<file path="config.mk">
export PLATFORM = sky130hd
export DESIGN_NAME = forward_hazard_unit
export DESIGN_NICKNAME = d
export VERILOG_FILES = /design/src/rtl/fwd_pkg.sv /design/src/rtl/fwd_port_sel.sv /design/src/rtl/forward_hazard_unit.sv
export SDC_FILE = /design/constraint.sdc
export NUM_CORES = 1
export LEC_CHECK = 0
export CELL_PAD_IN_SITES_DETAIL_PLACEMENT = 2
export CELL_PAD_IN_SITES_GLOBAL_PLACEMENT = 2
export CORE_MARGIN = 2
export CORE_UTILIZATION = 37
export DETAILED_ROUTE_END_ITERATION = 10
export DONT_BUFFER_PORTS = 1
export PLACE_DENSITY_LB_ADDON = 0.05
export SYNTH_ARGS = -nofsm -noshare
export SYNTH_HDL_FRONTEND = slang
export SYNTH_SLANG_ARGS = --single-unit
</file>
<file path="constraint.sdc">
create_clock -name clk -period 5.15 [get_ports clk]
set_clock_uncertainty 0.05 [all_clocks]
set_input_delay 1.2875 -clock clk [delete_from_list [all_inputs] [get_ports clk]]
set_output_delay 1.2875 -clock clk [all_outputs]
set_load 0.1 [all_outputs]
</file>
<file path="src/rtl/fwd_pkg.sv">
// Shared definitions for the operand forwarding / hazard unit:
// default sizes, forwarding source encoding and the stall FSM states.
package fwd_pkg;

  localparam int DEF_DATA_W    = 32;
  localparam int DEF_REG_AW    = 5;
  localparam int DEF_NUM_RD    = 2;
  localparam int DEF_NUM_STG   = 2;
  localparam int DEF_MAX_STALL = 4;

  // Source code 0 means "register file"; stage k is reported as k+1.
  localparam int SRC_REGFILE = 0;

  typedef enum logic [0:0] {
    ST_RUN     = 1'b0,
    ST_STALLED = 1'b1
  } fwd_state_e;

  // Source code reported for a forwarding hit in stage k.
  function automatic int stage_src(input int k);
    return k + 1;
  endfunction

endpackage

</file>
<file path="src/rtl/fwd_port_sel.sv">
// Operand selection for one read port: picks the youngest pipeline stage
// writing the requested register, otherwise the register-file data.
module fwd_port_sel
  import fwd_pkg::*;
#(
  parameter int DATA_W  = DEF_DATA_W,
  parameter int REG_AW  = DEF_REG_AW,
  parameter int NUM_STG = DEF_NUM_STG,
  parameter int SRC_W   = $clog2(NUM_STG + 1)
) (
  input  logic                             i_rd_en,
  input  logic [REG_AW-1:0]                i_rd_num,
  input  logic [DATA_W-1:0]                i_rd_rfdata,
  input  logic [NUM_STG-1:0]               i_stg_we,
  input  logic [NUM_STG-1:0]               i_stg_pending,
  input  logic [NUM_STG-1:0][REG_AW-1:0]   i_stg_waddr,
  input  logic [NUM_STG-1:0][DATA_W-1:0]   i_stg_wdata,
  output logic [DATA_W-1:0]                o_sel_data,
  output logic [SRC_W-1:0]                 o_sel_src,
  output logic                             o_sel_pending
);

  // Walk oldest to youngest so the youngest match overrides; register 0
  // never forwards, so it always falls through to the register file.
  always_comb begin
    o_sel_data    = i_rd_rfdata;
    o_sel_src     = SRC_W'(SRC_REGFILE);
    o_sel_pending = 1'b0;
    if (i_rd_en && (i_rd_num != '0)) begin
      for (int k = NUM_STG - 1; k >= 0; k--) begin
        if (i_stg_we[k] && (i_stg_waddr[k] == i_rd_num)) begin
          o_sel_data    = i_stg_wdata[k];
          o_sel_src     = SRC_W'(stage_src(k));
          o_sel_pending = i_stg_pending[k];
        end
      end
    end
  end

endmodule

</file>
<file path="src/rtl/forward_hazard_unit.sv">
// Operand forwarding and load-use hazard detection. stall is combinational;
// resolved operands are registered and hold while stalled. A stall FSM
// tracks consecutive stall cycles and raises a sticky error at the limit.
// Handshake: the pipeline treats stall=1 as "not ready" for the current
// operand set; fwd_data/fwd_src accept a new set only on edges with stall=0.
module forward_hazard_unit
  import fwd_pkg::*;
#(
  parameter int DATA_W    = DEF_DATA_W,
  parameter int REG_AW    = DEF_REG_AW,
  parameter int NUM_RD    = DEF_NUM_RD,
  parameter int NUM_STG   = DEF_NUM_STG,
  parameter int MAX_STALL = DEF_MAX_STALL,
  parameter int SRC_W     = $clog2(NUM_STG + 1)
) (
  input  logic                             clk,
  input  logic                             rst,
  input  logic [NUM_STG-1:0]               stg_we,
  input  logic [NUM_STG-1:0]               stg_pending,
  input  logic [NUM_STG-1:0][REG_AW-1:0]   stg_waddr,
  input  logic [NUM_STG-1:0][DATA_W-1:0]   stg_wdata,
  input  logic [NUM_RD-1:0]                rd_en,
  input  logic [NUM_RD-1:0][REG_AW-1:0]    rd_num,
  input  logic [NUM_RD-1:0][DATA_W-1:0]    rd_rfdata,
  output logic                             stall,
  output logic [NUM_RD-1:0][DATA_W-1:0]    fwd_data,
  output logic [NUM_RD-1:0][SRC_W-1:0]     fwd_src,
  output logic [31:0]                      stall_cnt,
  output logic                             stall_err,
  output fwd_state_e                       dbg_state
);

  localparam int CNT_W = $clog2(MAX_STALL + 1);

  logic [NUM_RD-1:0][DATA_W-1:0] w_sel_data;
  logic [NUM_RD-1:0][SRC_W-1:0]  w_sel_src;
  logic [NUM_RD-1:0]             w_sel_pending;

  fwd_state_e                    r_state;
  logic [CNT_W-1:0]              r_consec;
  logic                          r_err;
  logic [31:0]                   r_stall_cnt;
  logic [NUM_RD-1:0][DATA_W-1:0] r_fwd_data;
  logic [NUM_RD-1:0][SRC_W-1:0]  r_fwd_src;

  for (genvar p = 0; p < NUM_RD; p++) begin : g_port
    fwd_port_sel #(
      .DATA_W  (DATA_W),
      .REG_AW  (REG_AW),
      .NUM_STG (NUM_STG),
      .SRC_W   (SRC_W)
    ) u_sel (
      .i_rd_en       (rd_en[p]),
      .i_rd_num      (rd_num[p]),
      .i_rd_rfdata   (rd_rfdata[p]),
      .i_stg_we      (stg_we),
      .i_stg_pending (stg_pending),
      .i_stg_waddr   (stg_waddr),
      .i_stg_wdata   (stg_wdata),
      .o_sel_data    (w_sel_data[p]),
      .o_sel_src     (w_sel_src[p]),
      .o_sel_pending (w_sel_pending[p])
    );
  end

  // Stall only when a port's chosen source is still waiting on its result.
  assign stall = |w_sel_pending;

  // Stall FSM with its registered outputs: operand capture, stall counters, error.
  always_ff @(posedge clk) begin
    if (rst) begin
      r_state     <= ST_RUN;
      r_consec    <= '0;
      r_err       <= 1'b0;
      r_stall_cnt <= '0;
      r_fwd_data  <= '0;
      r_fwd_src   <= '0;
    end else if (stall) begin
      r_state <= ST_STALLED;
      if (r_stall_cnt != 32'hFFFF_FFFF) r_stall_cnt <= r_stall_cnt + 32'd1;
      if (r_consec != CNT_W'(MAX_STALL)) r_consec <= r_consec + CNT_W'(1);
      // This stall cycle brings the run length to the limit.
      if (r_consec >= CNT_W'(MAX_STALL - 1)) r_err <= 1'b1;
    end else begin
      r_state    <= ST_RUN;
      r_consec   <= '0;
      r_fwd_data <= w_sel_data;
      r_fwd_src  <= w_sel_src;
    end
  end

  assign fwd_data  = r_fwd_data;
  assign fwd_src   = r_fwd_src;
  assign stall_cnt = r_stall_cnt;
  assign stall_err = r_err;
  assign dbg_state = r_state;

endmodule

</file>
==> impl_metrics.csv, run 1 <==
group,metric,value,unit
worst_setup_path,crit_path_end_kind,"output port",
power,power_density,327,nW/µm²
logic_synthesis,yosysMostFrequentCell,"dfxtp_1",
worst_setup_path,cp-start-kind,"input port",
timing,final_max_slew_viol_count,0,
final_layout,multiInputGateArea,3180,µm²
final_layout,fillers,1682,
route,dr.pass1.iters,4,
cts,clk_pin_slew,0.07,ns
place,globalplace.congestion,0.860,
power,ir_drop,0.000148,V
global_routing,antenna_found_initial,0,
final_layout,syn2layout_area_growth,7.59,%
route,drt-wirelength-per-cell,26.7,µm
logic_synthesis,synth_compound_area_frac,0.263,
power,p_leak,2.13,nW
cts,cts_made_buffers,9,
cts,clock-sinks,105,
route,drc,0,
cts,root_buffer,"clkbuf_16",
timing,worst_pin_slew,1.14,ns
route,wirelength,22500,µm
timing,rsz0062_at_grt,"false",
die,num_rows,45,
logic_synthesis,synth_xor_area_frac,0.0327,
timing,period_share,0.836,
global_routing,grt_max_degree,113,
global_routing,grt_pass1_vias,5915,
logic_synthesis,synth_ff_type,"dfxtp_1",
global_routing,grt_pass1_wl,34800,µm
cts,cts_tree,"built",
logic_synthesis,synthMuxAreaShare,0.0118,
logic_synthesis,synth_common_cells,"dfxtp_1, nor2_1, nor3_1, a22o_1, a221oi_1",
power,finalPower,1.97,mW
logic_synthesis,netlist_top_cells_area,"dfxtp_1, a22o_1, a221oi_1",
run,maxCapViolCount,0,
final_layout,layout.nets,809,
logic_synthesis,synth-simple-area-share,0.246,
cts,clockBufferDepth,2,
logic_synthesis,post_synth_num_cell_types,46,
route,antenna_left,0,
timing,hold_viol,0,
route,vias_per_cell,6.57,
die,dieArea,16200,µm²
cts,clk_latency,0.36,ns
worst_setup_path,cp_max_fo,15,
logic_synthesis,synth.top_cell.area_share,0.374,
timing,final.min_clock_period,4.31,ns
logic_synthesis,synth_nets,844,
logic_synthesis,synthesis.area,5620,µm²
logic_synthesis,synth_enable_flop_cells,0,
die,core_area,15000,µm²
die,die_y,127,µm
worst_setup_path,required,3.81,ns
timing,setup_tns,0,ns
global_routing,grt_overflow,0,
route,drtIter0Drc,257,
logic_synthesis,syn_inst,684,
worst_setup_path,path_class,"in -> out",
final_layout,drive_gt1_frac,0.0826,
logic_synthesis,syn_area_per_cell,8.21,µm²
logic_synthesis,ys_seq_area_frac,0.374,
logic_synthesis,synthAdderAreaFrac,0.00891,
cts,htreeDepth,3,
logic_synthesis,synth_top_family_by_area,"compound AO/OA/AOI/OAI gates",
timing,setup_viol,0,
final_layout,regArea,2100,µm²
logic_synthesis,synth-seq-cells,105,
die,chipWidth,127,µm
timing,fmaxAchievable,232,MHz
cts,ctsResizeCount,0,
logic_synthesis,yosys_warnings,0,
logic_synthesis,synth_top_area_cell,"dfxtp_1",
cts,post_cts_buffers,0,
logic_synthesis,async_reset_ff_frac,0,
cts,cts_hold_buf,0,
place,port_buffers,0,
route,vias,5534,
place,hpwl,16300,µm
timing,maxSlewHeadroom,0.239,
global_routing,track_usage,0.277,
hold_path,hp-class,"reg -> reg",
final_layout,n_antenna_cell,0,
die,start_util,0.374,
run_status,status,"finished clean",
die,io_pins,259,
worst_setup_path,arrival,2.97,ns
==> logic make-up (layout without fill, tap and decap cells) <==
family,after synthesis,count (layout)
AO/OA/AOI/OAI,197,197
XOR/XNOR,21,21
adder cells (fa/ha/maj),4,4
buffers and inverters,76,46
flip-flops,105,105
multiplexers,6,6
AND/OR/NAND/NOR,275,275
==> final timing paths <==
path,start,endpoint,slack [ns],cells past startpoint
hold reg to reg,r_consec[1],r_consec[1],0.51,2
setup reg to reg,stall_cnt[4],stall_cnt[4],1.44,6
setup / recovery,stg_waddr[0],stall,0.84,6
hold / removal,r_consec[1],r_consec[1],0.51,2
==> layout by cell type (no fill, tap or decap), types with 3 or more instances in the layout <==
cell type / instances
xnor2_1: 9
nand4_1: 12
buf_4: 20
nand2_1: 37
dfxtp_1: 105
o21a_1: 3
mux2_2: 5
nand4b_1: 3
and2_1: 4
or3_1: 14
o22ai_1: 12
inv_1: 7
and3_1: 7
nand3_1: 17
nor2_1: 82
a31o_2: 3
or4_1: 20
o21ai_0: 7
nor3_1: 58
and4_1: 5
a22o_1: 52
ha_1: 4
a221oi_1: 51
o31ai_1: 17
xor2_1: 12
nor4_1: 3
nor2b_1: 6
clkbuf_16: 9
a21oi_1: 42
==> sequential cells by signal (all words and copies together), names as in the netlist <==
name,count
dbg_state,1
stall_cnt,32
r_consec,3
stall_err,1
fwd_data,64
fwd_src,4
==> layer usage <==
layer  GRT usage  wire, µm  vias up
met5           0         0        -
met4       0.123       816        0
met3      0.0917      2000       44
met2       0.447     10700      217
met1       0.337      9010     2737
li1            -         -     2536
==> final cells by class <==
cell class	count	area share
clock buffers	9	0.0373
clock inverters	7	0.0128
inverters	8	0.00538
multi-input cells	503	0.526
flip-flops and latches	105	0.348
well taps	188	0.0389
repair buffers	22	0.0315
==> where the power goes <==
group	leakage, nW	switching [mW]	internal, mW
Combinational	1.12	0.0700	0.0587
Clock	0.146	0.338	0.382
Sequential	0.864	0.280	0.846
Total	2.13	0.688	1.29
==> through the flow <==
stage / utilization / instances / cell area (µm²) / hold slack [ns] / setup WS (ns)
after global placement: 0.382 / 826 / 5740 / 0.483 / 0.913
after detailed placement: 0.382 / 826 / 5740 / 0.502 / 0.854
final: 0.402 / 842 / 6040 / 0.507 / 0.844
after global routing: 0.402 / 842 / 6040 / 0.547 / 0.704
after CTS: 0.402 / 842 / 6040 / 0.518 / 0.844
after floorplan: - / 684 / 5620 / 0.463 / 0.637
==> worst max-delay path, cell delays in order <==
cell	delay, ns
xor2_1	0.14
nor4_1	0.33
and3_1	0.61
nand4b_1	0.19
and3_4	0.25
inv_4	0.15
Power figures use the tool's default switching activity.
==> inputs of run 2 (changes only) <==
- CORE_UTILIZATION: 37 -> 34
- clock period: 5.15 -> 4.02 ns (I/O delays scaled with it)
==> impl_metrics.csv, run 2 (synthesized netlist as in run 1, its figures left out) <==
group,metric,value,unit
die,io_pins,259,
power,p_sw,856,µW
place,globalplace.congestion,0.865,
cts,clk_latency,0.35,ns
final_layout,largest_reg_flops,64,
worst_setup_path,crit_path_end_kind,"output port",
cts,post_cts_buffers,0,
hold_path,hp-class,"reg -> reg",
run_status,status,"finished clean",
place,dp_cells,876,
power,p_seq_frac,0.574,
worst_setup_path,rr_worst_depth,9,
power,p_leak,2.24,nW
run,maxCapViolCount,0,
route,antenna_left,0,
cts,clockBufferDepth,2,
route,drt-wirelength-per-cell,25.9,µm
worst_setup_path,r2r_slack,1.12,ns
global_routing,grt_overflow,0,
place,hpwl,16700,µm
power,p_int,1.66,mW
route,vias_per_cell,6.38,
cts,clock-sinks,105,
timing,rsz0062_at_grt,"false",
cts,cts_made_buffers,9,
cts,cts_hold_buf,0,
die,start_util,0.351,
place,port_buffers,0,
cts,root_buffer,"clkbuf_16",
final_layout,final_cell_mix,"dfxtp_1, nor2_1, nor3_1",
final_layout,fin_cells,891,
power,clkPwrFrac,0.361,
cts,clk_pin_slew,0.07,ns
timing,setup_viol,0,
timing,final.min_clock_period,3.60,ns
final_layout,drive_gt1_frac,0.108,
cts,ctsResizeCount,0,
die,die_y,133,µm
route,vias,5685,
power,switching_share,0.340,
die,core_area,16000,µm²
final_layout,final_common_cell,"dfxtp_1",
cts,cts_tree,"built",
worst_setup_path,cp_max_fo,36,
worst_setup_path,path_class,"in -> out",
final_layout,n_antenna_cell,0,
power,finalPower,2.51,mW
final_layout,fillers,1842,
route,drc,0,
worst_setup_path,reg2reg_from,"stall_cnt[0]",
timing,setup_tns,0,ns
final_layout,syn2layout_area_growth,10.8,%
cts,htreeDepth,3,
die,dieArea,17600,µm²
worst_setup_path,crit_path_end,"stall",
die,chipWidth,133,µm
place,pre_cts_slack,0.421,ns
global_routing,antenna_found_initial,0,
worst_setup_path,arrival,2.55,ns
worst_setup_path,required,2.96,ns
timing,fmaxAchievable,278,MHz
worst_setup_path,cp-start-kind,"input port",
global_routing,grt_pass1_vias,6167,
route,dr.pass1.iters,4,
timing,final_max_slew_viol_count,0,
power,power_density,404,nW/µm²
global_routing,grt_pass1_wl,36000,µm
power,comb_power_share,0.065,
timing,period_share,0.896,
timing,worst_pin_slew,1.13,ns
timing,setup_slack,0.418,ns
final_layout,fin_area,6220,µm²
worst_setup_path,r2r_end,"stall_cnt[24]",
place,dpl_cell_area,5930,µm²
global_routing,track_usage,0.260,
final_layout,layout.nets,831,
route,wirelength,23100,µm
route,drtIter0Drc,354,
final_layout,final_core_util,0.389,
timing,maxSlewHeadroom,0.246,
worst_setup_path,crit_start,"rd_num[6]",
global_routing,grt_max_degree,113,
die,num_rows,46,
power,ir_drop,0.000194,V
timing,hold_viol,0,
timing,hold_ws,0.524,ns
[run 2: metal layers]
metal | GRT usage | part of all wire
met1 | 0.309 | 0.41
met2 | 0.441 | 0.48
met3 | 0.0885 | 0.090
met4 | 0.0842 | 0.022
met5 | 0 | 0
[run 2: cell type report]
type,instances,area (µm²),area share
multi-input cells,503,3190,0.512
flip-flops and latches,105,2100,0.338
repair buffers,44,343,0.0551
well taps,216,270,0.0434
clock buffers,13,250,0.0402
clock inverters,2,38.8,0.00623
inverters,8,32.5,0.00523
[run 2: worst min-delay path by stage]
stage / start / endpoint / slack [ns] / depth (start not counted)
after detailed placement: r_consec[1] / r_consec[1] / 0.52 / 2
after CTS: stall_cnt[11] / stall_cnt[11] / 0.53 / 2
after global placement: r_consec[1] / r_consec[1] / 0.48 / 2
final: r_consec[1] / r_consec[1] / 0.52 / 2
after global routing: r_consec[1] / r_consec[1] / 0.55 / 2
after floorplan: r_consec[1] / r_consec[1] / 0.46 / 2
[run 2: power by group through the flow]
stage,Clock [mW],Sequential [mW],Combinational [mW]
6_report,0.908,1.44,0.164
3_5_place_dp,0,1.47,0.165
4_1_cts,0.937,1.44,0.166
3_3_place_gp,0,1.47,0.156
2_1_floorplan,0,1.45,0.144
5_1_grt,0.987,1.45,0.184
[run 2: critical path, cell delays in order]
cell      delay (ns)
or4_1           0.52
o21a_1          0.21
buf_4           0.27
nand4b_1        0.15
and3_4          0.23
inv_4           0.13
==> inputs of run 3 (changes only) <==
- CORE_UTILIZATION: 34 -> 31
==> impl_metrics.csv, run 3 (synthesized netlist as in run 1, its figures left out) <==
group,metric,value,unit
run_status,status,"finished clean",
power,p_int,1.64,mW
global_routing,track_usage,0.241,
cts,clock-sinks,105,
global_routing,grt_max_degree,113,
final_layout,fin_area,6250,µm²
cts,cts_tree,"built",
cts,clk_latency,0.36,ns
die,core_area,17900,µm²
cts,clk_pin_slew,0.07,ns
die,io_pins,259,
worst_setup_path,path_class,"in -> out",
cts,cts_hold_buf,0,
final_layout,drive_gt1_frac,0.114,
final_layout,final_core_util,0.349,
place,dpl_cell_area,5950,µm²
cts,cts_made_buffers,9,
place,hpwl,17400,µm
die,start_util,0.314,
timing,maxSlewHeadroom,0.285,
global_routing,antenna_found_initial,0,
die,chipWidth,139,µm
timing,final.min_clock_period,3.58,ns
route,dr.pass1.iters,7,
final_layout,layout.nets,832,
power,p_seq_frac,0.572,
power,finalPower,2.52,mW
route,wirelength,24000,µm
power,p_sw,883,µW
final_layout,final_cell_mix,"dfxtp_1, nor2_1, nor3_1",
place,port_buffers,0,
timing,fmaxAchievable,280,MHz
final_layout,largest_reg_flops,64,
cts,root_buffer,"clkbuf_16",
power,comb_power_share,0.065,
power,clkPwrFrac,0.363,
run,maxCapViolCount,0,
route,vias_per_cell,6.27,
route,drt-wirelength-per-cell,26.5,µm
timing,final_max_slew_viol_count,0,
die,die_y,139,µm
global_routing,grt_pass1_vias,5930,
die,dieArea,19200,µm²
power,switching_share,0.350,
timing,rsz0062_at_grt,"false",
cts,htreeDepth,3,
final_layout,final_common_cell,"dfxtp_1",
timing,period_share,0.890,
global_routing,grt_pass1_wl,36400,µm
global_routing,grt_overflow,0,
worst_setup_path,cp-start-kind,"input port",
timing,worst_pin_slew,1.07,ns
final_layout,syn2layout_area_growth,11.2,%
cts,ctsResizeCount,0,
place,dp_cells,890,
power,p_leak,2.25,nW
route,drc,0,
place,globalplace.congestion,0.864,
final_layout,n_antenna_cell,0,
worst_setup_path,required,2.96,ns
timing,hold_viol,0,
route,antenna_left,0,
place,pre_cts_slack,0.331,ns
final_layout,fin_cells,906,
hold_path,hp-class,"reg -> reg",
worst_setup_path,arrival,2.52,ns
cts,clockBufferDepth,2,
timing,setup_viol,0,
power,ir_drop,0.000195,V
route,drtIter0Drc,306,
worst_setup_path,cp_max_fo,36,
cts,post_cts_buffers,0,
die,num_rows,49,
worst_setup_path,crit_path_end_kind,"output port",
timing,setup_tns,0,ns
timing,hold_ws,0.516,ns
timing,setup_slack,0.444,ns
power,power_density,404,nW/µm²
route,vias,5681,
run 3: changes by cell type in the layout (fill, tap and decap cells not counted), sizes merged:
cell      change
buf           +1
clkbuf        -4
clkinvlp      +2
clkinv        +2
inv           +1
run 3: layout make-up:
cell class / count / area [µm²]
Clock buffer: 9 / 225
Clock inverter: 7 / 68.8
Fill cell: 2067 / 11700
Inverter: 8 / 32.5
Multi-Input combinational cell: 503 / 3180
Sequential cell: 105 / 2100
Tap cell: 229 / 287
Timing Repair Buffer: 45 / 350
run 3: path summary, 6_finish.rpt:
check / end / slack (ns) / cells after the start / from
hold / removal: r_consec[1] / 0.52 / 2 / r_consec[1]
setup reg to reg: stall_cnt[24] / 0.94 / 7 / stall_cnt[4]
setup / recovery: stall / 0.44 / 6 / rd_num[6]
hold reg to reg: r_consec[1] / 0.52 / 2 / r_consec[1]
run 3: power by group through the flow:
stage               clock [mW]  sequential (mW)  combinational (mW)
global route             0.995             1.45               0.182
global placement             0             1.47               0.158
CTS                      0.948             1.44               0.165
floorplan                    0             1.45               0.144
detailed placement           0             1.47               0.165
finish                   0.917             1.44               0.164
run 3: worst max-delay path, stage by stage:
cell      delay (ns)
or4_1           0.51
o21a_1          0.19
buf_4           0.26
nand4b_1        0.14
and3_4          0.24
inv_4           0.14
run 3: metal layers:
layer	vias to the layer above	GRT usage	wire (µm)
met1	2886	0.295	9990
met5	-	0	0
met4	0	0.0579	357
li1	2577	-	-
met2	196	0.403	11400
met3	22	0.0919	2230
